## config.mk

```make
export PLATFORM = sky130hd
export DESIGN_NAME = keypad_scanner
export DESIGN_NICKNAME = d
export VERILOG_FILES = /design/src/rtl/keypad_scanner.sv
export SDC_FILE = /design/constraint.sdc
export NUM_CORES = 1
export LEC_CHECK = 0
export CAP_MARGIN = 20
export CORE_MARGIN = 8
export CORE_UTILIZATION = 67
export DETAILED_ROUTE_END_ITERATION = 10
export DONT_BUFFER_PORTS = 1
export PLACE_DENSITY_LB_ADDON = 0.3
export SLEW_MARGIN = 15
export SYNTH_ARGS = -nofsm -noshare
export SYNTH_HDL_FRONTEND = slang
export SYNTH_SLANG_ARGS = --single-unit
export TNS_END_PERCENT = 100
```

## constraint.sdc

```tcl
create_clock -name clk -period 4.5 [get_ports clk]
set_input_delay 0.225 -clock clk [delete_from_list [all_inputs] [get_ports clk]]
set_output_delay 0.225 -clock clk [all_outputs]
set_load 0.005 [all_outputs]
```

## src/rtl/keypad_scanner.sv

```systemverilog
// keypad_scanner: scans a 4x4 active-low matrix keypad and emits debounced key events.
// Latency: event pulse arrives DEBOUNCE_N+1 clk cycles after the column sample that saw the key.
// Backpressure: none; pulses are fire-and-forget, one per physical press, never on consecutive cycles.
//
// Ports:
//   clk, resetn          system clock, asynchronous active-low reset
//   row_n[3:0]           keypad rows (active-low, asynchronous to clk)
//   col_n[3:0]           column drive (active-low one-hot)
//   num/OP/C/EQ          one-cycle registered pulses: digit / operator / clear / equals accepted
//   digit[3:0]           last accepted digit (0-9)
//   op_code[1:0]         last accepted operator (00 +, 01 -, 10 *, 11 /)
//   key_down             high from accepted press until accepted release
module keypad_scanner #(
  parameter int SCAN_DIV   = 16,
  parameter int DEBOUNCE_N = 8
) (
  input  logic       clk,
  input  logic       resetn,
  input  logic [3:0] row_n,
  output logic [3:0] col_n,
  output logic       num,
  output logic       OP,
  output logic       C,
  output logic       EQ,
  output logic [3:0] digit,
  output logic [1:0] op_code,
  output logic       key_down
);

  localparam int DIV_W = (SCAN_DIV > 1) ? $clog2(SCAN_DIV) : 1;
  localparam int DEB_W = $clog2(DEBOUNCE_N + 1);
  localparam logic [DIV_W-1:0] DIV_LAST = DIV_W'(SCAN_DIV - 1);
  localparam logic [DEB_W-1:0] DEB_LAST = DEB_W'(DEBOUNCE_N - 1);

  typedef enum logic [2:0] {
    ST_SCAN,
    ST_DEBOUNCE,
    ST_PRESS,
    ST_HOLD,
    ST_RELEASE
  } state_e;

  state_e           state_q, state_d;
  logic [3:0]       row_s1_q, row_s2_q;
  logic [1:0]       col_q, col_d;
  logic [DIV_W-1:0] div_q, div_d;
  logic [DEB_W-1:0] deb_q, deb_d;
  logic [1:0]       row_q, row_d;
  logic             num_q, num_d;
  logic             op_q, op_d;
  logic             clr_q, clr_d;
  logic             eq_q, eq_d;
  logic [3:0]       digit_q, digit_d;
  logic [1:0]       op_code_q, op_code_d;
  logic             key_down_q, key_down_d;

  logic             one_low;
  logic [1:0]       hit_row;
  logic [3:0]       row_pat;
  logic [3:0]       key_val;

  // Exactly-one-row-low detection on the synchronized rows.
  always_comb begin
    one_low = 1'b1;
    hit_row = 2'd0;
    case (row_s2_q)
      4'b1110: hit_row = 2'd0;
      4'b1101: hit_row = 2'd1;
      4'b1011: hit_row = 2'd2;
      4'b0111: hit_row = 2'd3;
      default: one_low = 1'b0;
    endcase
  end

  // Row pattern that must persist while debouncing the latched key.
  assign row_pat = ~(4'b0001 << row_q);
  // Digit value for the 3x3 numeric block: row*3 + col + 1.
  assign key_val = ({2'b00, row_q} * 4'd3) + {2'b00, col_q} + 4'd1;

  always_comb begin
    state_d    = state_q;
    col_d      = col_q;
    div_d      = div_q;
    deb_d      = deb_q;
    row_d      = row_q;
    num_d      = 1'b0;
    op_d       = 1'b0;
    clr_d      = 1'b0;
    eq_d       = 1'b0;
    digit_d    = digit_q;
    op_code_d  = op_code_q;
    key_down_d = key_down_q;

    case (state_q)
      ST_SCAN: begin
        if (div_q == DIV_LAST) begin
          div_d = '0;
          if (one_low) begin
            // Column stays frozen on the detected key from here until release.
            row_d   = hit_row;
            deb_d   = '0;
            state_d = ST_DEBOUNCE;
          end else begin
            col_d = col_q + 2'd1;
          end
        end else begin
          div_d = div_q + 1'b1;
        end
      end

      ST_DEBOUNCE: begin
        if (row_s2_q == row_pat) begin
          if (deb_q == DEB_LAST) begin
            state_d    = ST_PRESS;
            deb_d      = '0;
            key_down_d = 1'b1;
            if (col_q == 2'd3) begin
              op_d      = 1'b1;
              op_code_d = row_q;
            end else if (row_q == 2'd3) begin
              case (col_q)
                2'd0: clr_d = 1'b1;
                2'd1: begin
                  num_d   = 1'b1;
                  digit_d = 4'd0;
                end
                default: eq_d = 1'b1;
              endcase
            end else begin
              num_d   = 1'b1;
              digit_d = key_val;
            end
          end else begin
            deb_d = deb_q + 1'b1;
          end
        end else begin
          // Bounce: give up on this column and move on.
          state_d = ST_SCAN;
          col_d   = col_q + 2'd1;
          div_d   = '0;
        end
      end

      ST_PRESS: state_d = ST_HOLD;

      ST_HOLD: begin
        if (row_s2_q == 4'hF) begin
          state_d = ST_RELEASE;
          deb_d   = '0;
        end
      end

      ST_RELEASE: begin
        if (row_s2_q == 4'hF) begin
          if (deb_q == DEB_LAST) begin
            state_d    = ST_SCAN;
            key_down_d = 1'b0;
            col_d      = 2'd0;
            div_d      = '0;
            deb_d      = '0;
          end else begin
            deb_d = deb_q + 1'b1;
          end
        end else begin
          state_d = ST_HOLD;
          deb_d   = '0;
        end
      end

      default: state_d = ST_SCAN;
    endcase
  end

  always_ff @(posedge clk or negedge resetn) begin
    if (!resetn) begin
      state_q    <= ST_SCAN;
      row_s1_q   <= 4'hF;
      row_s2_q   <= 4'hF;
      col_q      <= 2'd0;
      div_q      <= '0;
      deb_q      <= '0;
      row_q      <= 2'd0;
      num_q      <= 1'b0;
      op_q       <= 1'b0;
      clr_q      <= 1'b0;
      eq_q       <= 1'b0;
      digit_q    <= 4'd0;
      op_code_q  <= 2'd0;
      key_down_q <= 1'b0;
    end else begin
      state_q    <= state_d;
      row_s1_q   <= row_n;
      row_s2_q   <= row_s1_q;
      col_q      <= col_d;
      div_q      <= div_d;
      deb_q      <= deb_d;
      row_q      <= row_d;
      num_q      <= num_d;
      op_q       <= op_d;
      clr_q      <= clr_d;
      eq_q       <= eq_d;
      digit_q    <= digit_d;
      op_code_q  <= op_code_d;
      key_down_q <= key_down_d;
    end
  end

  assign col_n    = ~(4'b0001 << col_q);
  assign num      = num_q;
  assign OP       = op_q;
  assign C        = clr_q;
  assign EQ       = eq_q;
  assign digit    = digit_q;
  assign op_code  = op_code_q;
  assign key_down = key_down_q;

endmodule

```

==> results.py <==
metrics = {
    "yosys": {
        "async_reset_ff_share_pct": 100,
        "synth-main-ff-cell": "dfrtp_1",
        "synth_edf_count": 0,
        "synth_area_sq_um": 1810,
        "avgSynthCellArea_sq_um": 10.8,
        "syn_inst": 168,
        "synth.area.top_cells": "dfrtp_1 36%, dfstp_2 12%, ha_1 9.0%",
        "ys_seq_elements": 34,
        "synth_nets": 189,
        "ys_types": 42,
        "synth_top_area_share_pct": 35.9,
        "ys_warn_count": 0,
        "ys_seq_area_share_pct": 47.4,
        "synth.largest_area_cell": "dfrtp_1",
    },
    "floorplan": {
        "coreArea_sq_um": 2660,
        "rows": 19,
        "die_y_um": 68.0,
        "dieArea_sq_um": 4630,
        "initial_utilization_pct": 68.1,
        "die_x_um": 68.0,
        "ioPinCount": 21,
    },
    "detailed_routing": {
        "detail_route.iter0.violations": 75,
        "num_vias": 1254,
        "postRouteAntennaNets": 0,
        "drc_errors": 0,
        "wl_um": 3350,
        "firstDrtPassIters": 4,
        "vias_per_cell": 6.06,
        "wl_per_cell_um": 16.2,
    },
    "timing": {
        "tns_ns": 0,
        "skew_ns": 0.00491,
        "finalCritPeriodShare_pct": 47.2,
        "rsz0062_at_grt": "no",
        "max_freq_mhz": 471,
        "setup_violations": 0,
        "fin_crit_ns": 2.12,
        "finalHoldViolations": 0,
        "slew_viol_final": 0,
        "slew_headroom_pct": 53.8,
        "max_slew.worst_pin.slew_ns": 0.692,
    },
    "global_route": {
        "met3_usage_pct": 5.07,
        "grt_max_degree": 35,
        "grt_pass1_wl_um": 5590,
        "use_met1_pct": 18.1,
        "antenna_found_initial": 0,
        "busiest_layer": "met2",
        "use_met2_pct": 26.8,
        "overflow": 0,
        "grtUsageTotal_pct": 16.1,
        "grt_pass1_vias": 1240,
    },
    "run_status": {
        "status": "finished, final reports clean",
    },
    "power": {
        "intPower_uw": 518,
        "leakage_nw": 0.935,
        "power.share.sequential_pct": 49.6,
        "pwr-share-clk_pct": 22.3,
        "pwr-share-comb_pct": 28.2,
        "p_sw_uw": 269,
        "fin_total_pwr_uw": 788,
        "power_density_nw_per_um2": 404,
        "peakVddDrop_mv": 0.371,
        "netSwitchingFraction_pct": 34.2,
    },
    "critical_path": {
        "cp.arrival_ns": 2.35,
        "path_class": "flip-flop to flip-flop",
        "crit_slowest_cell": "dfrtp_1",
        "endpoint_kind": "flip-flop",
        "start_kind": "flip-flop",
        "path_delay_family": "compound AO/OA/AOI/OAI gates",
        "worst_ep_required_time_ns": 4.73,
        "cp.buffers_inverters": 1,
        "cpPeakStageDelay_ns": 0.47,
        "path_max_fanout": 7,
        "critical_path.cell_chain": "inv_1 -> ha_1 -> xor2_1 -> nand4_2 -> o22ai_2 -> a221o_1 -> mux2_4",
    },
    "cts": {
        "postCtsSetupBuffers": 0,
        "cts_tree": "built",
        "cts.sinks": 34,
        "clockBufferDepth": 2,
        "htreeDepth": 2,
        "numCtsBuffers": 5,
        "clk_transition_reported_paths_ns": 0.10,
        "cts_resized": 0,
        "insertion_delay_ns": 0.33,
        "cts_root_buf": "clkbuf_4",
        "hold_buffers": 6,
    },
    "layout": {
        "mostFrequentLayoutCell": "dfrtp_1",
        "area_growth_syn_to_layout_pct": 7.59,
        "n_antenna_cell": 0,
        "drive_gt1_share_pct": 15.3,
        "fill_cells": 174,
        "final_cell_mix": "26 x dfrtp_1, 15 x nand2_1, 13 x inv_1, 13 x ha_1",
        "fin_nets": 196,
    },
    "placement": {
        "portBuffers": 0,
        "hpwl_um": 2530,
        "routabilityCongestion": 0.884,
    },
    "min_path": {
        "timing.hold.worst.class": "input pin to asynchronous set/reset pin",
    },
    "run": {
        "max_cap_violations": 0,
    },
}
-- registers in the layout, summed over array words and instances, names as in the netlist --
signal	cells
C	1
EQ	1
OP	1
col_q	2
deb_q	4
digit	4
div_q	4
key_down	1
num	1
op_code	2
row_q	2
row_s1_q	4
row_s2_q	4
state_q	3
-- cell usage after synthesis, types with 3 or more instances --
library cell and instances:
dfrtp_1 26, nand2_1 15, ha_1 13, inv_1 13, nand3_1 10, o21ai_0 10
nor2_1 9, dfstp_2 8, xor2_1 6, a22o_1 4, buf_2 4, a21oi_1 3
mux2_2 3, mux2i_1 3, nand4b_1 3, o211ai_1 3
-- power by group through the flow --
| stage | combinational, mW | sequential [mW] | clock (mW) |
|---|---|---|---|
| 2_1_floorplan | 0.168 | 0.381 | 0 |
| 3_3_place_gp | 0.198 | 0.393 | 0 |
| 3_5_place_dp | 0.214 | 0.397 | 0 |
| 4_1_cts | 0.227 | 0.392 | 0.181 |
| 5_1_grt | 0.253 | 0.399 | 0.194 |
| 6_report | 0.222 | 0.390 | 0.176 |
-- logic make-up (layout without fill, tap and decap cells) --
family	count (synthesis)	in the layout	share of synthesized area, %
AO/OA/AOI/OAI	30	30	11.4
XOR/XNOR	8	8	3.86
adder cells (fa/ha/maj)	15	15	11.2
buffers and inverters	19	27	4.62
flip-flops	34	34	47.4
multiplexers	7	7	4.34
AND/OR/NAND/NOR	55	55	17.1
-- cell type report --
cell class,instances,area [sq um],share of cell area (%)
clock buffer,6,51.3,2.63
clock inverter,2,12.5,0.641
inverter,13,48.8,2.50
multi-input combinational,115,870,44.6
sequential,34,861,44.1
tap,31,38.8,1.99
timing repair buffer,6,70.1,3.59
-- per-layer routing --
metal  part of all wire (%)  vias to the layer above
li1                       -                      600
met2                     50                       55
met1                     40                      590
met4                    2.7                        0
met3                    7.0                        9
met5                      0                        -
-- final timing paths --
check,startpoint,endpoint,slack (ns),depth (start not counted)
worst min register to register,row_s1_q[1]$_DFF_PN1_,row_s2_q[1]$_DFF_PN1_,0.36,0
worst min-delay path,resetn,num$_DFF_PN0_,0.32,2
worst max register to register,row_q[0]$_DFFE_PN0P_,col_q[0]$_DFFE_PN0P_,2.38,7
worst max-delay path,row_q[0]$_DFFE_PN0P_,col_q[0]$_DFFE_PN0P_,2.38,7
min in group clk,row_s1_q[1]$_DFF_PN1_,row_s2_q[1]$_DFF_PN1_,0.36,0
max in group asynchronous,resetn,row_s2_q[0]$_DFF_PN1_,3.94,2
-- stage by stage --
stage / setup WS, ns / util [%] / area [sq um] / instances / hold slack (ns)
after floorplan: 2.60 / - / 1810 / 168 / -0.0706
after global placement: 2.45 / 68.3 / 1820 / 193 / -0.0696
after detailed placement: 2.38 / 68.3 / 1820 / 193 / -0.0697
after CTS: 2.36 / 73.3 / 1950 / 207 / 0.319
after global routing: 2.19 / 73.3 / 1950 / 207 / 0.316
final: 2.38 / 73.3 / 1950 / 207 / 0.322
Note: power is estimated with default switching activity, not from simulation.
